===== config.mk =====
export PLATFORM = sky130hd
export DESIGN_NAME = rgb_ctrl
export DESIGN_NICKNAME = d
export VERILOG_FILES = /design/src/rtl/rgb_ctrl_pkg.sv /design/src/rtl/rgb_ctrl_palette.sv /design/src/rtl/rgb_ctrl.sv
export VERILOG_INCLUDE_DIRS = /design/src /design/src/rtl
export SDC_FILE = /design/constraint.sdc
export NUM_CORES = 1
export LEC_CHECK = 0
export CORE_MARGIN = 2
export CORE_UTILIZATION = 25
export DETAILED_ROUTE_END_ITERATION = 10
export PLACE_DENSITY = 0.54
export RECOVER_POWER = 50
export SYNTH_ARGS = -nofsm -noshare
export SYNTH_HDL_FRONTEND = slang
export SYNTH_HIERARCHICAL = 1
export SYNTH_SLANG_ARGS = --single-unit

===== constraint.sdc =====
create_clock -name CLK -period 2.1 [get_ports CLK]
set_input_delay 0.315 -clock CLK [delete_from_list [all_inputs] [get_ports CLK]]
set_output_delay 0.315 -clock CLK [all_outputs]
set_load 0.02 [all_outputs]

===== src/rtl/define.v =====
// rtl/define.v - shared sizing and mode-bit definitions for the rgb_ctrl slice
`ifndef RGB_CTRL_DEFINE_V
`define RGB_CTRL_DEFINE_V

`define ADC_WIDHT    12
`define VGA_WIDHT    6
`define MODE_MAX     1
`define MODE_RGB     0
`define MODE_TEST    1
`define PIX_CNT_W    8
`define FRAME_PIXELS 16

`endif


===== src/rtl/rgb_ctrl_pkg.sv =====
// rtl/rgb_ctrl_pkg.sv - shared types and widths for rgb_ctrl and rgb_palette
`include "define.v"

package rgb_ctrl_pkg;

    localparam int ADC_W      = `ADC_WIDHT;
    localparam int VGA_W      = `VGA_WIDHT;
    localparam int MODE_W     = `MODE_MAX + 1;
    localparam int CNT_W      = `PIX_CNT_W;
    localparam int FRAME_PIX  = `FRAME_PIXELS;

    // IDLE: no frame seen yet, RUN: streaming, PEND: mode change waiting for a frame boundary
    typedef enum logic [1:0] {
        ST_IDLE = 2'd0,
        ST_RUN  = 2'd1,
        ST_PEND = 2'd2
    } state_t;

    typedef logic [MODE_W-1:0] mode_t;

    typedef struct packed {
        logic [VGA_W-1:0] r;
        logic [VGA_W-1:0] g;
        logic [VGA_W-1:0] b;
    } rgb_t;

    // Grayscale level is simply the most significant VGA_W bits of the sample
    function automatic logic [VGA_W-1:0] gray_of(input logic [ADC_W-1:0] d);
        return d[ADC_W-1 -: VGA_W];
    endfunction

endpackage


===== src/rtl/rgb_ctrl_palette.sv =====
// rtl/rgb_ctrl_palette.sv - combinational colour mapping (pseudo-colour palette under PSEUDO_COLOR_EN)
`include "define.v"

module rgb_palette
    import rgb_ctrl_pkg::*;
(
    input  logic [ADC_W-1:0] pixel,
    input  mode_t            mode,
    output rgb_t             color
);

`ifdef PSEUDO_COLOR_EN
    // Four-segment ramp over the top 8 bits: blue -> magenta -> orange-ish -> white-ish
    function automatic rgb_t pseudo(input logic [ADC_W-1:0] d);
        logic [7:0] t;
        logic [1:0] s;
        logic [5:0] f;
        rgb_t       c;
        t = d[ADC_W-1 -: 8];
        s = t[7:6];
        f = t[5:0];
        c = '0;
        case (s)
            2'd0: begin
                c.b = VGA_W'(f);
            end
            2'd1: begin
                c.r = VGA_W'(f);
                c.b = VGA_W'(6'd63);
            end
            2'd2: begin
                c.r = VGA_W'(6'd63);
                c.g = VGA_W'(f);
                c.b = VGA_W'(6'd63 - f);
            end
            default: begin
                c.r = VGA_W'(6'd63);
                c.g = VGA_W'(6'd63);
                c.b = VGA_W'(f);
            end
        endcase
        return c;
    endfunction
`endif

    // Not every sample or mode bit feeds the mapping in every build
    logic unused_bits;
    assign unused_bits = ^{pixel, mode};

    // Test pattern beats pseudo-colour, which beats grayscale
    always_comb begin
        color = '0;
        if (mode[`MODE_TEST]) begin
            color.r = '1;
        end
`ifdef PSEUDO_COLOR_EN
        else if (mode[`MODE_RGB]) begin
            color = pseudo(pixel);
        end
`endif
        else begin
            color.r = gray_of(pixel);
            color.g = gray_of(pixel);
            color.b = gray_of(pixel);
        end
    end

endmodule


===== src/rtl/rgb_ctrl.sv =====
// rtl/rgb_ctrl.sv - ADC-to-VGA colour pipeline with frame-aligned mode switching (palette option PSEUDO_COLOR_EN)
`include "define.v"

module rgb_ctrl
    import rgb_ctrl_pkg::*;
(
    input  logic             CLK,
    input  logic             RST,
    input  logic [ADC_W-1:0] DATA_IN,
    input  logic             DATA_VALID,
    input  logic             FRAME_START,
    input  mode_t            MODE_REQ,
    input  logic             MODE_REQ_STB,
    output logic             MODE_ACK,
    output mode_t            MODE_ACTIVE,
    output logic [VGA_W-1:0] RED,
    output logic [VGA_W-1:0] GREEN,
    output logic [VGA_W-1:0] BLUE,
    output logic             PIX_VALID,
    output logic             FRAME_ERR
);

    state_t           state;
    mode_t            pend_mode;
    logic             pend_vld;
    logic [CNT_W-1:0] pix_cnt;

    logic             s1_vld;
    logic [ADC_W-1:0] s1_data;
    mode_t            s1_mode;
    rgb_t             s1_color;

    // A strobe in the same cycle as FRAME_START counts as already pending
    logic  pend_any;
    mode_t pend_next;
    logic  apply;
    mode_t pix_mode;
    logic  in_frame;
    logic  accept;

    assign pend_any  = MODE_REQ_STB | pend_vld;
    assign pend_next = MODE_REQ_STB ? MODE_REQ : pend_mode;
    assign apply     = FRAME_START & pend_any;
    assign pix_mode  = apply ? pend_next : MODE_ACTIVE;
    assign in_frame  = (state != ST_IDLE);
    assign accept    = DATA_VALID & (in_frame | FRAME_START);

    // Mode request FSM: latch requests, apply them only at a frame boundary
    always_ff @(posedge CLK) begin
        if (RST) begin
            state       <= ST_IDLE;
            MODE_ACTIVE <= '0;
            pend_mode   <= '0;
            pend_vld    <= 1'b0;
            MODE_ACK    <= 1'b0;
        end else begin
            MODE_ACK <= 1'b0;
            if (FRAME_START) begin
                state <= ST_RUN;
                if (apply) begin
                    MODE_ACTIVE <= pend_next;
                    MODE_ACK    <= 1'b1;
                    pend_vld    <= 1'b0;
                end
            end else if (MODE_REQ_STB) begin
                pend_mode <= MODE_REQ;
                pend_vld  <= 1'b1;
                if (state == ST_RUN) begin
                    state <= ST_PEND;
                end
            end
        end
    end

    // Per-frame pixel count with sticky mismatch flag checked at each frame boundary
    always_ff @(posedge CLK) begin
        if (RST) begin
            pix_cnt   <= '0;
            FRAME_ERR <= 1'b0;
        end else if (FRAME_START) begin
            if (in_frame && (pix_cnt != CNT_W'(FRAME_PIX))) begin
                FRAME_ERR <= 1'b1;
            end
            pix_cnt <= DATA_VALID ? CNT_W'(1) : '0;
        end else if (in_frame && DATA_VALID && (pix_cnt != {CNT_W{1'b1}})) begin
            pix_cnt <= pix_cnt + CNT_W'(1);
        end
    end

    // Stage 1: capture sample together with the mode it must be rendered in
    always_ff @(posedge CLK) begin
        if (RST) begin
            s1_vld  <= 1'b0;
            s1_data <= '0;
            s1_mode <= '0;
        end else begin
            s1_vld  <= accept;
            s1_data <= DATA_IN;
            s1_mode <= pix_mode;
        end
    end

    rgb_palette u_palette (
        .pixel (s1_data),
        .mode  (s1_mode),
        .color (s1_color)
    );

    // Stage 2: register colour, forcing black whenever no pixel is presented
    always_ff @(posedge CLK) begin
        if (RST) begin
            PIX_VALID <= 1'b0;
            RED       <= '0;
            GREEN     <= '0;
            BLUE      <= '0;
        end else begin
            PIX_VALID <= s1_vld;
            RED       <= s1_vld ? s1_color.r : '0;
            GREEN     <= s1_vld ? s1_color.g : '0;
            BLUE      <= s1_vld ? s1_color.b : '0;
        end
    end

endmodule


==> results.json <==
{
  "status": "complete, no violations",
  "maxSlewHeadroom_pct": 38.08,
  "yosys_warnings": 6,
  "core-area_sq_um": 6350,
  "area_delta_synth_final_pct": 29.64,
  "cts_resized": 0,
  "peakVddDrop_uv": 376.0,
  "cp_max_fo": 12,
  "nets": 218,
  "clock-sinks": 44,
  "end_kind": "flop",
  "die_h_microns": 85.16,
  "diodes": 0,
  "cts_tree": "done",
  "mostFrequentLayoutCell": "dfxtp_1",
  "wire_per_inst_microns": 10.43,
  "p_leak_nw": 0.8849,
  "gr-total-overflow": 0,
  "num_rows": 29,
  "crit_type": "flop to flop",
  "drive_gt1_share_pct": 5.556,
  "worst_ep_arrival_time_ps": 2030,
  "slew_violations": 0,
  "whs_ps": 484.6,
  "setup-tns-final_ps": 0,
  "clock_latency_ps": 300,
  "skew_ps": 10.86,
  "start_util_pct": 25.93,
  "fin_crit_ps": 1780,
  "antenna_found_initial": 0,
  "drc": 0,
  "grt_usage_pct": 8.671,
  "portBuffers": 35,
  "hold_class": "flop to flop",
  "fin_area_sq_um": 2135,
  "antenna_left": 0,
  "avgSynthCellArea_sq_um": 10.10,
  "cts_buffer_depth": 2,
  "min_period_over_period_pct": 84.78,
  "layout_setup_ws_ps": 319.7,
  "finalHoldViolations": 0,
  "grt_pass1_wl_microns": 4905,
  "dpl.hpwl_microns": 2055,
  "routed_wl_microns": 2867,
  "fill_cells": 662,
  "place_area_sq_um": 2029,
  "pin_count": 42,
  "postSynthCellCount": 163,
  "dieArea_sq_um": 7251,
  "pre_cts_slack_ps": 221.1,
  "synth_area_sq_um": 1647,
  "required_ps": 2350,
  "grt_pass1_vias": 1071,
  "cts_setup_buffers": 0,
  "numCtsBuffers": 5,
  "gp_congestion": 0.7367,
  "drt_iter0_markers": 13,
  "ctsHtreeMaxLevel": 2,
  "p_per_area_nw_per_um2": 787.5,
  "die_w_microns": 85.16,
  "cts-root-buf": "clkbuf_8",
  "worst_pin_slew_ps": 927.0,
  "max_freq_mhz": 561.7,
  "num_vias": 1152,
  "postCtsHoldBufs": 0,
  "cap_violations": 0,
  "final_cell_mix": "44 x dfxtp_1, 19 x clkdlybuf4s50_1, 18 x and2_1, 16 x dlygate4sd3_1, 14 x nor2b_1",
  "syn-num-nets": 184,
  "cp-start-kind": "flop",
  "path_clk_slew_ps": 90,
  "vias_per_cell": 4.189,
  "rsz0062_at_grt": "false",
  "grt_max_degree": 20,
  "finalSetupViolations": 0,
  "drtPass1Iterations": 4
}
## critical path, cell delays in order, from the launching register on
cell and delay (ps):
dfxtp_1 370, ha_1 250, and4_1 220, a21o_1 300
or4_1 510, nand2_1 80
## path summary, 6_finish.rpt
path / start / cells after the start / slack, ps / end
min reg2reg: pend_vld$_SDFFE_PP0P_ / 2 / 480 / pend_vld$_SDFFE_PP0P_
max reg2reg: pix_cnt[0]$_SDFFE_PP0P_ / 5 / 320 / pix_cnt[3]$_SDFFE_PP0P_
max: pix_cnt[0]$_SDFFE_PP0P_ / 5 / 320 / pix_cnt[3]$_SDFFE_PP0P_
min: pend_vld$_SDFFE_PP0P_ / 2 / 480 / pend_vld$_SDFFE_PP0P_
## routing by layer
layer,GRT usage (%),vias to the layer above,share of wire [%]
met1,11.48,514,53
li1,-,600,-
met2,12.29,32,39
met4,6.061,0,2.5
met3,2.140,6,5.4
met5,0,-,0
## cell type report
cell class / instances / area (sq um) / area share [%]
timing repair buffer: 40 / 376.6 / 17.64
tap: 77 / 96.34 / 4.513
clock inverter: 3 / 47.55 / 2.227
sequential: 44 / 880.8 / 41.27
clock buffer: 5 / 68.82 / 3.224
inverter: 4 / 15.01 / 0.7034
multi-input combinational: 102 / 649.4 / 30.42
## power by group
group          internal [W]  leakage [nW]  switching (W)  total, W
sequential         0.000860         0.359      0.0000156  0.000875
clock              0.000359        0.0583       0.000313  0.000671
combinational     0.0000714         0.468      0.0000629  0.000134
## metrics by stage
stage                     std cells  util [%]  power [W]
after floorplan                 163         -  0.0009851
after global placement          267     31.96   0.001036
after detailed placement        267     31.96   0.001037
after CTS                       275     33.79   0.001717
after global routing            275     33.62   0.001759
final                           275     33.62   0.001681
## state kept, by name (all words and copies together), names as in the netlist, 2 cells and up
name / flops
pix_cnt: 8
state: 2
pend_mode: 2
GREEN: 6
s1_data: 6
RED: 6
MODE_ACTIVE: 2
BLUE: 6
No activity file was read; power rests on OpenSTA's default activity.
